File: src/rtl/truth_table_sequencer_pkg.sv
// Shared definitions for the truth-table sequencer: state encodings and default sizing.
package truth_table_sequencer_pkg;

    localparam int DEF_N_IN   = 3;
    localparam int DEF_SETTLE = 2;

    typedef enum logic [2:0] {
        ST_IDLE   = 3'd0,
        ST_APPLY  = 3'd1,
        ST_WAIT   = 3'd2,
        ST_SAMPLE = 3'd3,
        ST_DONE   = 3'd4
    } state_t;

endpackage

File: src/rtl/tts_settle_timer.sv
// Loadable down-counter with a terminal flag; o_last is high once the count is 1 or less.
module tts_settle_timer #(
    parameter int CW = 2
) (
    input  logic          i_clk,
    input  logic          i_rst,
    input  logic          i_load,
    input  logic [CW-1:0] i_load_val,
    input  logic          i_dec,
    output logic          o_last
);

    logic [CW-1:0] r_count;

    always_ff @(posedge i_clk) begin
        if (i_rst) begin
            r_count <= '0;
        end else if (i_load) begin
            r_count <= i_load_val;
        end else if (i_dec && (r_count != '0)) begin
            r_count <= r_count - CW'(1);
        end
    end

    assign o_last = (r_count <= CW'(1));

endmodule

File: src/rtl/truth_table_sequencer.sv
// Walks every input vector of an N_IN-input, 1-output network, waits SETTLE cycles,
// samples the output and scores it against a truth table captured at start.
module truth_table_sequencer
    import truth_table_sequencer_pkg::*;
#(
    parameter int N_IN   = DEF_N_IN,
    parameter int SETTLE = DEF_SETTLE
) (
    input  logic                 clk,
    input  logic                 rst,
    input  logic                 start,
    input  logic [2**N_IN-1:0]   exp_table,
    output logic [N_IN-1:0]      dut_in,
    input  logic                 dut_y,
    output logic                 busy,
    output logic                 done,
    output logic                 pass,
    output logic [N_IN:0]        fail_cnt,
    output logic [N_IN-1:0]      first_fail_vec,
    output logic                 first_fail_valid,
    output logic [2:0]           dbg_state
);

    localparam int TW = (SETTLE < 1) ? 1 : $clog2(SETTLE + 1);

    state_t              r_state;
    state_t              w_next;
    logic [2**N_IN-1:0]  r_table;
    logic [N_IN-1:0]     r_vec;
    logic [N_IN-1:0]     r_dut_in;
    logic [N_IN-1:0]     r_ffv;
    logic                r_ffvalid;
    logic [N_IN:0]       r_fail_cnt;
    logic [N_IN:0]       w_fail_next;
    logic                r_pass;
    logic                w_mismatch;
    logic                w_last_vec;
    logic                w_timer_last;

    // start is a single-cycle request with no ready: it is taken only when the FSM
    // sits in IDLE, and dropped (never queued) in every other state.
    tts_settle_timer #(.CW(TW)) u_settle (
        .i_clk      (clk),
        .i_rst      (rst),
        .i_load     (r_state == ST_APPLY),
        .i_load_val (TW'(SETTLE)),
        .i_dec      (r_state == ST_WAIT),
        .o_last     (w_timer_last)
    );

    assign w_mismatch  = (r_state == ST_SAMPLE) && (dut_y != r_table[r_vec]);
    assign w_last_vec  = (r_vec == '1);
    assign w_fail_next = r_fail_cnt + (N_IN + 1)'(w_mismatch);

    always_ff @(posedge clk) begin
        if (rst) begin
            r_state <= ST_IDLE;
        end else begin
            r_state <= w_next;
        end
    end

    always_comb begin
        w_next = r_state;
        case (r_state)
            ST_IDLE:   if (start) w_next = ST_APPLY;
            ST_APPLY:  w_next = (SETTLE > 0) ? ST_WAIT : ST_SAMPLE;
            ST_WAIT:   if (w_timer_last) w_next = ST_SAMPLE;
            ST_SAMPLE: w_next = w_last_vec ? ST_DONE : ST_APPLY;
            ST_DONE:   w_next = ST_IDLE;
            default:   w_next = ST_IDLE;
        endcase
    end

    always_comb begin
        busy      = (r_state != ST_IDLE);
        done      = (r_state == ST_DONE);
        dbg_state = r_state;
    end

    // pass is resolved on the final SAMPLE so it is already valid while done pulses.
    always_ff @(posedge clk) begin
        if (rst) begin
            r_table    <= '0;
            r_vec      <= '0;
            r_dut_in   <= '0;
            r_ffv      <= '0;
            r_ffvalid  <= 1'b0;
            r_fail_cnt <= '0;
            r_pass     <= 1'b0;
        end else begin
            case (r_state)
                ST_IDLE: begin
                    if (start) begin
                        r_table    <= exp_table;
                        r_vec      <= '0;
                        r_ffv      <= '0;
                        r_ffvalid  <= 1'b0;
                        r_fail_cnt <= '0;
                        r_pass     <= 1'b0;
                    end
                end
                ST_APPLY: r_dut_in <= r_vec;
                ST_SAMPLE: begin
                    r_fail_cnt <= w_fail_next;
                    if (w_mismatch && !r_ffvalid) begin
                        r_ffv     <= r_vec;
                        r_ffvalid <= 1'b1;
                    end
                    if (w_last_vec) begin
                        r_pass <= (w_fail_next == '0);
                    end else begin
                        r_vec <= r_vec + N_IN'(1);
                    end
                end
                default: ;
            endcase
        end
    end

    assign dut_in           = r_dut_in;
    assign pass             = r_pass;
    assign fail_cnt         = r_fail_cnt;
    assign first_fail_vec   = r_ffv;
    assign first_fail_valid = r_ffvalid;

endmodule

File: config.mk
export PLATFORM = sky130hd
export DESIGN_NAME = truth_table_sequencer
export DESIGN_NICKNAME = d
export VERILOG_FILES = /design/src/rtl/truth_table_sequencer_pkg.sv /design/src/rtl/tts_settle_timer.sv /design/src/rtl/truth_table_sequencer.sv
export SDC_FILE = /design/constraint.sdc
export NUM_CORES = 1
export LEC_CHECK = 0
export ABC_AREA = 1
export BUFFER_PORTS_ARGS = -buffer_cell sky130_fd_sc_hd__buf_2
export CORE_MARGIN = 1
export CORE_UTILIZATION = 30
export DETAILED_ROUTE_END_ITERATION = 8
export SYNTH_ARGS = -nofsm -noshare
export SYNTH_HDL_FRONTEND = slang
export SYNTH_HIERARCHICAL = 1
export SYNTH_SLANG_ARGS = --single-unit
File: constraint.sdc
create_clock -name clk -period 4.15 [get_ports clk]
set_clock_uncertainty 0.05 [all_clocks]
set_input_delay 0.2075 -clock clk [delete_from_list [all_inputs] [get_ports clk]]
set_output_delay 0.2075 -clock clk [all_outputs]
set_load 0.05 [all_outputs]
==> results.toml, run 1 <==
[synth]
synth_fa_ha_area_share_pct = 5.58
synth.distinct_cells = 26
synth_xor_xnor_area_share_pct = 1.30
synth_cells = 186
synth_area_leader_cell = "dfxtp_1"
netlist.area_leader.share_pct = 41.7
synth_area_per_cell_um2 = 7.23
synth_area_leaders = "dfxtp_1 42%, nand2_1 13%, inv_1 8.1%, a21oi_1 6.0%, ha_1 5.6%"
synth_seq_cells = 28
muxShareOfSynthArea_pct = 0
netlist_area_um2 = 1350
yosysWarnings = 6
synthSimpleGateAreaFrac_pct = 27.8
synth_compound_area_share_pct = 13.2
synth_nets = 204
synth_top_family_by_area = "simple AND/OR/NAND/NOR gates"
ys_seq_area_share_pct = 41.7

[critical_path]
arrival_ns = 2.26
r2r_cells = 13
r2r_end = "fail_cnt[3]"
r2r-start = "r_vec[0]"
path_max_fanout = 8
end_kind = "flip-flop"
start_kind = "flip-flop"
crit_type = "reg -> reg"
cp.required_ns = 4.31
reg2reg_slack_ns = 2.05

[global_route]
antenna_found_initial = 0
grt_pass1_vias = 1054
grt_remaining_overflow = 0
grt_first_pass_wirelength_um = 4450
grt_max_degree = 28
grt_usage_pct = 12.3

[clock_network]
cts_root_buf = "clkbuf_8"
cts_tree = "built"
cts_buffer_depth = 2
cts.repair.resized = 0
clock-sinks = 28
cts_setup_buffers = 0
clk_latency_ns = 0.27
clkTransAtPathRegs_ns = 0.09
cts_buffers = 3
htreeDepth = 1
hold_buffers = 0

[placed_design]
io_buffers = 28
dp_hpwl_um = 1930
place.gp.congestion = 0.726
dpl-instance-area_um2 = 1530

[cells_and_area]
most-common-layout-cells = "45 x nand2_1, 29 x inv_1, 28 x dfxtp_1, 28 x buf_2, 16 x a21oi_1"
multi_input_area_um2 = 652
regArea_um2 = 561
fillers = 463
mostFrequentLayoutCell = "nand2_1"
fin_nets = 233
utilization_pct = 38.3
final_layout_size_suffix_gt1_share_pct = 19.6
fin_area_um2 = 1590
num_antenna_cells = 0
area.growth.synth_to_final_pct = 18.0

[min_path]
min_path_cells = 3
min_to = "r_table[3]"
min_from = "exp_table[3]"
holdCritPathClass = "in -> reg"

[timing]
slew_viol_final = 0
fin_tns_setup_ns = 0
worst_slew_pin_slew_ns = 0.827
fin_crit_ns = 2.10
max_slew_margin_pct = 44.4
rsz0062_at_grt = "no"
fin_crit_sh_pct = 50.6
fmax_mhz = 476
holdWs_ns = 0.151
finalHoldViolCount = 0
setup_viol = 0

[routing]
drt_first_pass_iters = 4
wl_per_cell_um = 9.86
ant_nets = 0
dr_total_vias = 1183
drc_errors = 0
via_per_inst = 4.48
wirelength_um = 2600
drt_iter0_markers = 76

[floorplanning]
die_h_um = 69.0
start_util_pct = 32.5
die_w_um = 69.0
rows = 23
dieArea_um2 = 4760
io_pins = 29
core_area_um2 = 4140

[pwr]
p_leak_nw = 0.737
ir_drop_v = 0.000260
powerDensity_nw_per_um2 = 420

[job]
max_cap_violations = 0

[status]
status = "complete, no violations"
## worst max path at each step
stage / from / to / slack [ns] / cells after the start
after floorplan: dbg_state[1] / fail_cnt[3] / 1.87 / 9
after global placement: r_vec[0] / pass / 2.08 / 13
after detailed placement: r_vec[0] / pass / 2.04 / 13
after CTS: r_vec[0] / pass / 2.04 / 13
after global routing: r_vec[0] / pass / 1.81 / 13
final: r_vec[0] / fail_cnt[3] / 2.05 / 13
## logic make-up (layout without fill, tap and decap cells)
logic type / after synthesis / in the layout
AND/OR/NAND/NOR: 83 / 83
adder cells (fa/ha/maj): 6 / 6
other: 2 / 2
XOR/XNOR: 2 / 2
AO/OA/AOI/OAI: 30 / 30
flip-flops: 28 / 28
buffers and inverters: 35 / 63
## final cells by class
| class | count | share of cell area [%] |
|---|---|---|
| multi-input combinational | 123 | 41.1 |
| sequential | 28 | 35.3 |
| timing repair buffer | 28 | 8.83 |
| inverter | 31 | 7.33 |
| tap | 50 | 3.94 |
| clock buffer | 4 | 3.47 |
## registers in the layout, summed over array words and instances (netlist names)
signal	flops
first_fail_vec	3
u_settle/r_count	2
r_vec	3
first_fail_valid	1
dut_in	3
dbg_state	3
r_table	8
pass	1
fail_cnt	4
## worst max-delay path, cell delays in order, from the launching register on
cell and delay [ns]:
dfxtp_1 0.51, inv_2 0.11, nand2_1 0.07, nand3_1 0.06, nand3_1 0.11, nand2_1 0.05, nand2_1 0.06, nand2_2 0.07
nor2_4 0.12, ha_1 0.19, nand3_1 0.09, xor2_1 0.16, or2_2 0.27, a21oi_1 0.11
## metal layers
metal  global-route usage, %  vias to the layer above  wire [µm]
li1                        -                      645          -
met1                    16.9                      513       1360
met2                    19.2                       23       1130
met3                    3.95                        2        107
met4                    1.53                        0         12
met5                       0                        -          0
## per-stage QoR
stage                     power (mW)  instances  setup slack, ns
after CTS                      0.675        264             2.04
after detailed placement       0.506        260             2.04
after global routing           0.714        264             1.81
after floorplan                0.465        186             1.87
after global placement         0.505        260             2.08
final                          0.666        264             2.05
## where the power goes
group          switching, mW  internal (mW)  leakage (nW)  total (mW)
logic                  0.134         0.0574         0.480       0.191
registers             0.0139          0.294         0.228       0.307
clock network         0.0824         0.0850        0.0288       0.167
total                  0.230          0.436         0.737       0.666
## synth_stat cells
cell,count
nand2_1,45
inv_1,29
dfxtp_1,28
a21oi_1,16
nor2_1,13
nand3_1,12
a211oi_1,8
ha_1,6
nor3_1,4
o21ai_0,3
clkbuf_1,2
conb_1,2
inv_2,2
nand2_2,2
or2_2,2
xor2_1,2
a311oi_1,1
buf_1,1
buf_2,1
nand3_2,1
nor2_2,1
nor2_4,1
nor3_4,1
nor3b_1,1
o21bai_1,1
o22ai_1,1
No activity file was read; power rests on OpenSTA's default activity.
==> inputs of run 2 (changes only) <==
clock period = 1.8 ns   (was 4.15 ns; I/O delays follow)
==> results.toml, run 2 (synthesized netlist as in run 1, its figures left out) <==
[status]
status = "finished, violations left"
violations = "setup timing"

[critical_path]
end_kind = "flip-flop"
cp.required_ns = 1.96
arrival_ns = 2.05
r2r_end = "fail_cnt[3]"
start_kind = "flip-flop"
reg2reg_slack_ns = -0.09
crit_type = "reg -> reg"
r2r-start = "r_vec[0]"
path_max_fanout = 7
r2r_cells = 13

[placed_design]
io_buffers = 28
pre_cts_slack_ns = -0.0553
dp_hpwl_um = 2060
dpl-instance-area_um2 = 1630
place.gp.congestion = 0.822

[pwr]
powerDensity_nw_per_um2 = 890
ir_drop_v = 0.000369
power_mw = 1.59
p_leak_nw = 0.811

[routing]
via_per_inst = 4.43
drt_iter0_markers = 29
dr_total_vias = 1228
wirelength_um = 2940
wl_per_cell_um = 10.6
ant_nets = 0
drc_errors = 0
drt_first_pass_iters = 4

[cells_and_area]
largest_reg_flops = 8
fin_nets = 246
final_layout_size_suffix_gt1_share_pct = 33.9
most-common-layout-cells = "43 x nand2_1, 28 x buf_2, 27 x inv_1"
mostFrequentLayoutCell = "nand2_1"
fin_area_um2 = 1790
area.growth.synth_to_final_pct = 33.3
fillers = 458
num_antenna_cells = 0
top_register = "r_table"

[timing]
max_slew_margin_pct = 66.4
setup_ws_ns = -0.0891
slew_viol_final = 0
rsz0062_at_grt = "yes"
fin_tns_setup_ns = -0.149
setup_viol = 2
finalHoldViolCount = 0
fin_crit_ns = 1.89
fin_crit_sh_pct = 105
fmax_mhz = 529
worst_slew_pin_slew_ns = 0.504
holdWs_ns = 0.0361

[clock_network]
cts_root_buf = "clkbuf_8"
cts_buffers = 3
clkTransAtPathRegs_ns = 0.09
cts_tree = "built"
hold_buffers = 0
htreeDepth = 1
clock-sinks = 28
clk_latency_ns = 0.27
cts_buffer_depth = 2

[min_path]
min_to = "r_table[7]"
min_from = "exp_table[7]"
min_path_cells = 3
holdCritPathClass = "in -> reg"

[global_route]
antenna_found_initial = 0
grt_remaining_overflow = 0
grt_pass1_vias = 1123
grt_max_degree = 28
grt_first_pass_wirelength_um = 4800
grt_usage_pct = 13.6

[floorplanning]
start_util_pct = 32.5
dieArea_um2 = 4760
die_w_um = 69.0
io_pins = 29
die_h_um = 69.0
core_area_um2 = 4140
rows = 23

[job]
max_cap_violations = 0
## run 2: power by group
part | leakage (nW) | total (mW) | internal, mW | switching [mW]
combinational | 0.551 | 0.490 | 0.164 | 0.326
sequential | 0.231 | 0.719 | 0.682 | 0.0376
clock | 0.0288 | 0.385 | 0.196 | 0.190
total | 0.811 | 1.59 | 1.04 | 0.554
## run 2: what timing repair did
action / CTS / global route
resized for setup: 6 / 11
buffers inserted: 3 / 1
pin swaps: 7 / 11
endpoints found under the hold margin: 0 / 0
setup endpoints to repair: 2 / 3
## run 2: metal layers
| layer | track usage (%) | share of wire (%) | up-vias |
|---|---|---|---|
| li1 | - | - | 669 |
| met1 | 16.9 | 48 | 538 |
| met2 | 22.3 | 47 | 19 |
| met3 | 2.80 | 3.8 | 2 |
| met4 | 6.12 | 0.78 | 0 |
| met5 | 0 | 0 | - |
## run 2: worst max-delay path, cell delays in order (launching register included)
cell and delay (ns):
dfxtp_4 0.40, inv_4 0.05, nand2_1 0.09, nand3_2 0.08
nand3_2 0.07, nand2_1 0.05, nand2_1 0.06, nand2_2 0.07
nor2_4 0.13, ha_4 0.16, nand3_2 0.10, xor2_2 0.17
or2_4 0.23, a21oi_2 0.12
## run 2: cell type report
class / instances / area [µm²] / share of cell area, %
multi-input combinational: 123 / 742 / 41.4
inverter: 31 / 121 / 6.77
tap: 50 / 62.6 / 3.49
clock buffer: 4 / 55.1 / 3.07
timing repair buffer: 41 / 238 / 13.3
sequential: 28 / 574 / 32.0
## run 2: worst max path at each step
stage | end | depth (start not counted) | from | slack (ns)
6_report | fail_cnt[3] | 13 | r_vec[0] | -0.09
5_1_grt | pass | 14 | r_vec[0] | -0.24
4_1_cts | pass | 14 | r_vec[0] | -0.07
3_5_place_dp | pass | 14 | r_vec[0] | -0.06
3_3_place_gp | fail_cnt[3] | 13 | r_vec[0] | -0.03
2_1_floorplan | fail_cnt[3] | 9 | dbg_state[0] | -0.06
## run 2: through the flow
stage / std cells / utilization [%]
finish: 277 / 43.3
CTS: 276 / 41.8
global route: 277 / 43.3
floorplan: 186 / -
global placement: 269 / 39.4
detailed placement: 269 / 39.4
==> inputs of run 3 (changes only) <==
RECOVER_POWER = 25   (was not set)
==> results.toml, run 3 (synthesized netlist as in run 1, its figures left out) <==
[status]
status = "finished, violations left"
violations = "setup timing"

[placed_design]
dp_hpwl_um = 2060
pre_cts_slack_ns = -0.0553
io_buffers = 28
place_inst = 269
dpl-instance-area_um2 = 1630
place.gp.congestion = 0.822

[cells_and_area]
regArea_um2 = 574
final_layout_size_suffix_gt1_share_pct = 29.5
largest_reg_flops = 8
top_register = "r_table"
mostFrequentLayoutCell = "nand2_1"
most-common-layout-cells = "43 x nand2_1, 27 x inv_1, 23 x dfxtp_1"
fin_nets = 246
fin_area_um2 = 1780
num_antenna_cells = 0
fillers = 459
utilization_pct = 43.0
area.growth.synth_to_final_pct = 32.4
final_cells = 277
multi_input_area_um2 = 742

[critical_path]
cp_cell_sequence = "inv_4 > nand2_1 > nand3_2 > nand3_2 > nand2_1 > nand2_1 > nand2_2 > nor2_4 > ha_4 > nand3_2 > xor2_2 > or2_4 > a21oi_2"
arrival_ns = 2.05
cp.required_ns = 1.96
end_kind = "flip-flop"
reg2reg_slack_ns = -0.09
r2r_end = "fail_cnt[3]"
r2r-start = "r_vec[0]"
path_max_fanout = 7
start_kind = "flip-flop"
worst_path_max_delay_cell = "dfxtp_4"
cpPeakStageDelay_ns = 0.40
crit_type = "reg -> reg"
r2r_cells = 13

[timing]
max_slew_margin_pct = 59.2
setup_ws_ns = -0.0914
rsz0062_at_grt = "yes"
setup_viol = 2
finalHoldViolCount = 0
worst_slew_pin_slew_ns = 0.615
fin_crit_ns = 1.89
fin_crit_sh_pct = 105
slew_viol_final = 0
fmax_mhz = 529

[clock_network]
cts_root_buf = "clkbuf_8"
clock-sinks = 28
clk_latency_ns = 0.27
cts_buffers = 3
clkTransAtPathRegs_ns = 0.09
cts_buffer_depth = 2
cts_tree = "built"
hold_buffers = 0
htreeDepth = 1

[routing]
drt_iter0_markers = 28
wl_per_cell_um = 10.6
via_per_inst = 4.47
ant_nets = 0
dr_total_vias = 1237
wl_met3_um = 116
wirelength_um = 2940
top_layer = "met4"
wl_met2_um = 1390
drc_errors = 0
met1_length_um = 1410
drt_first_pass_iters = 4

[global_route]
grt_remaining_overflow = 0
grt_usage_pct = 13.6
grt_max_degree = 28
grt_first_pass_wirelength_um = 4800
grt_pass1_vias = 1123
antenna_found_initial = 0

[floorplanning]
core_area_um2 = 4140
die_h_um = 69.0
io_pins = 29
dieArea_um2 = 4760
rows = 23
die_w_um = 69.0
start_util_pct = 32.5

[min_path]
holdCritPathClass = "in -> reg"
min_from = "exp_table[7]"
min_path_cells = 3
min_to = "r_table[7]"

[pwr]
powerDensity_nw_per_um2 = 894
ir_drop_v = 0.000369
p_leak_nw = 0.768

[job]
max_cap_violations = 0
## run 3: cell count changes in the layout (fill, tap and decap cells not counted)
cell	change
clkbuf_1	+10
buf_2	-10
## run 3: how the worst max path moves through the flow
stage                        endpoint  slack (ns)          from
after global placement    fail_cnt[3]       -0.03      r_vec[0]
after global routing             pass       -0.24      r_vec[0]
after CTS                        pass       -0.07      r_vec[0]
after detailed placement         pass       -0.06      r_vec[0]
final                     fail_cnt[3]       -0.09      r_vec[0]
after floorplan           fail_cnt[3]       -0.06  dbg_state[0]
## run 3: layout make-up
cell class / instances / share of cell area, %
multi-input combinational: 123 / 41.7
timing repair buffer: 41 / 12.6
tap: 50 / 3.51
inverter: 31 / 6.82
sequential: 28 / 32.3
clock buffer: 4 / 3.09
## run 3: metrics by stage
| step | TNS (ns) | hold WS (ns) | power (mW) |
|---|---|---|---|
| after floorplan | -0.0554 | 0.201 | 1.09 |
| after global placement | -0.0421 | 0.322 | 1.20 |
| after detailed placement | -0.101 | 0.325 | 1.21 |
| after CTS | -0.129 | 0.0306 | 1.60 |
| after global routing | -0.582 | 0.0465 | 1.70 |
| final | -0.153 | 0.0361 | 1.59 |
## run 3: routing by layer
metal | vias to the layer above | GRT usage, %
li1 | 671 | -
met1 | 545 | 16.9
met2 | 19 | 22.3
met3 | 2 | 2.80
met4 | 0 | 6.12
met5 | - | 0
## run 3: power by group
part	internal (mW)	leakage [nW]	switching, mW
logic	0.160	0.508	0.327
registers	0.682	0.231	0.0378
clock network	0.196	0.0288	0.189
## run 3: worst max-delay path: cells and delay by family (launching register included)
family                     cells  cell delay, ns
buffers and inverters          1            0.05
adders and majority gates      1            0.16
AOI/OAI and AO/OA              1            0.12
xor gates and xnor gates       1            0.17
DFF                            1            0.40
and+or+nand+nor                9            0.88
## run 3: timing repair
| item | 4_1_cts | 5_1_grt |
|---|---|---|
| buffers inserted | 3 | 1 |
| setup endpoints to repair | 2 | 3 |
| pin swaps | 7 | 11 |
| gates resized for setup | 6 | 11 |
| hold endpoints to repair | 0 | 0 |
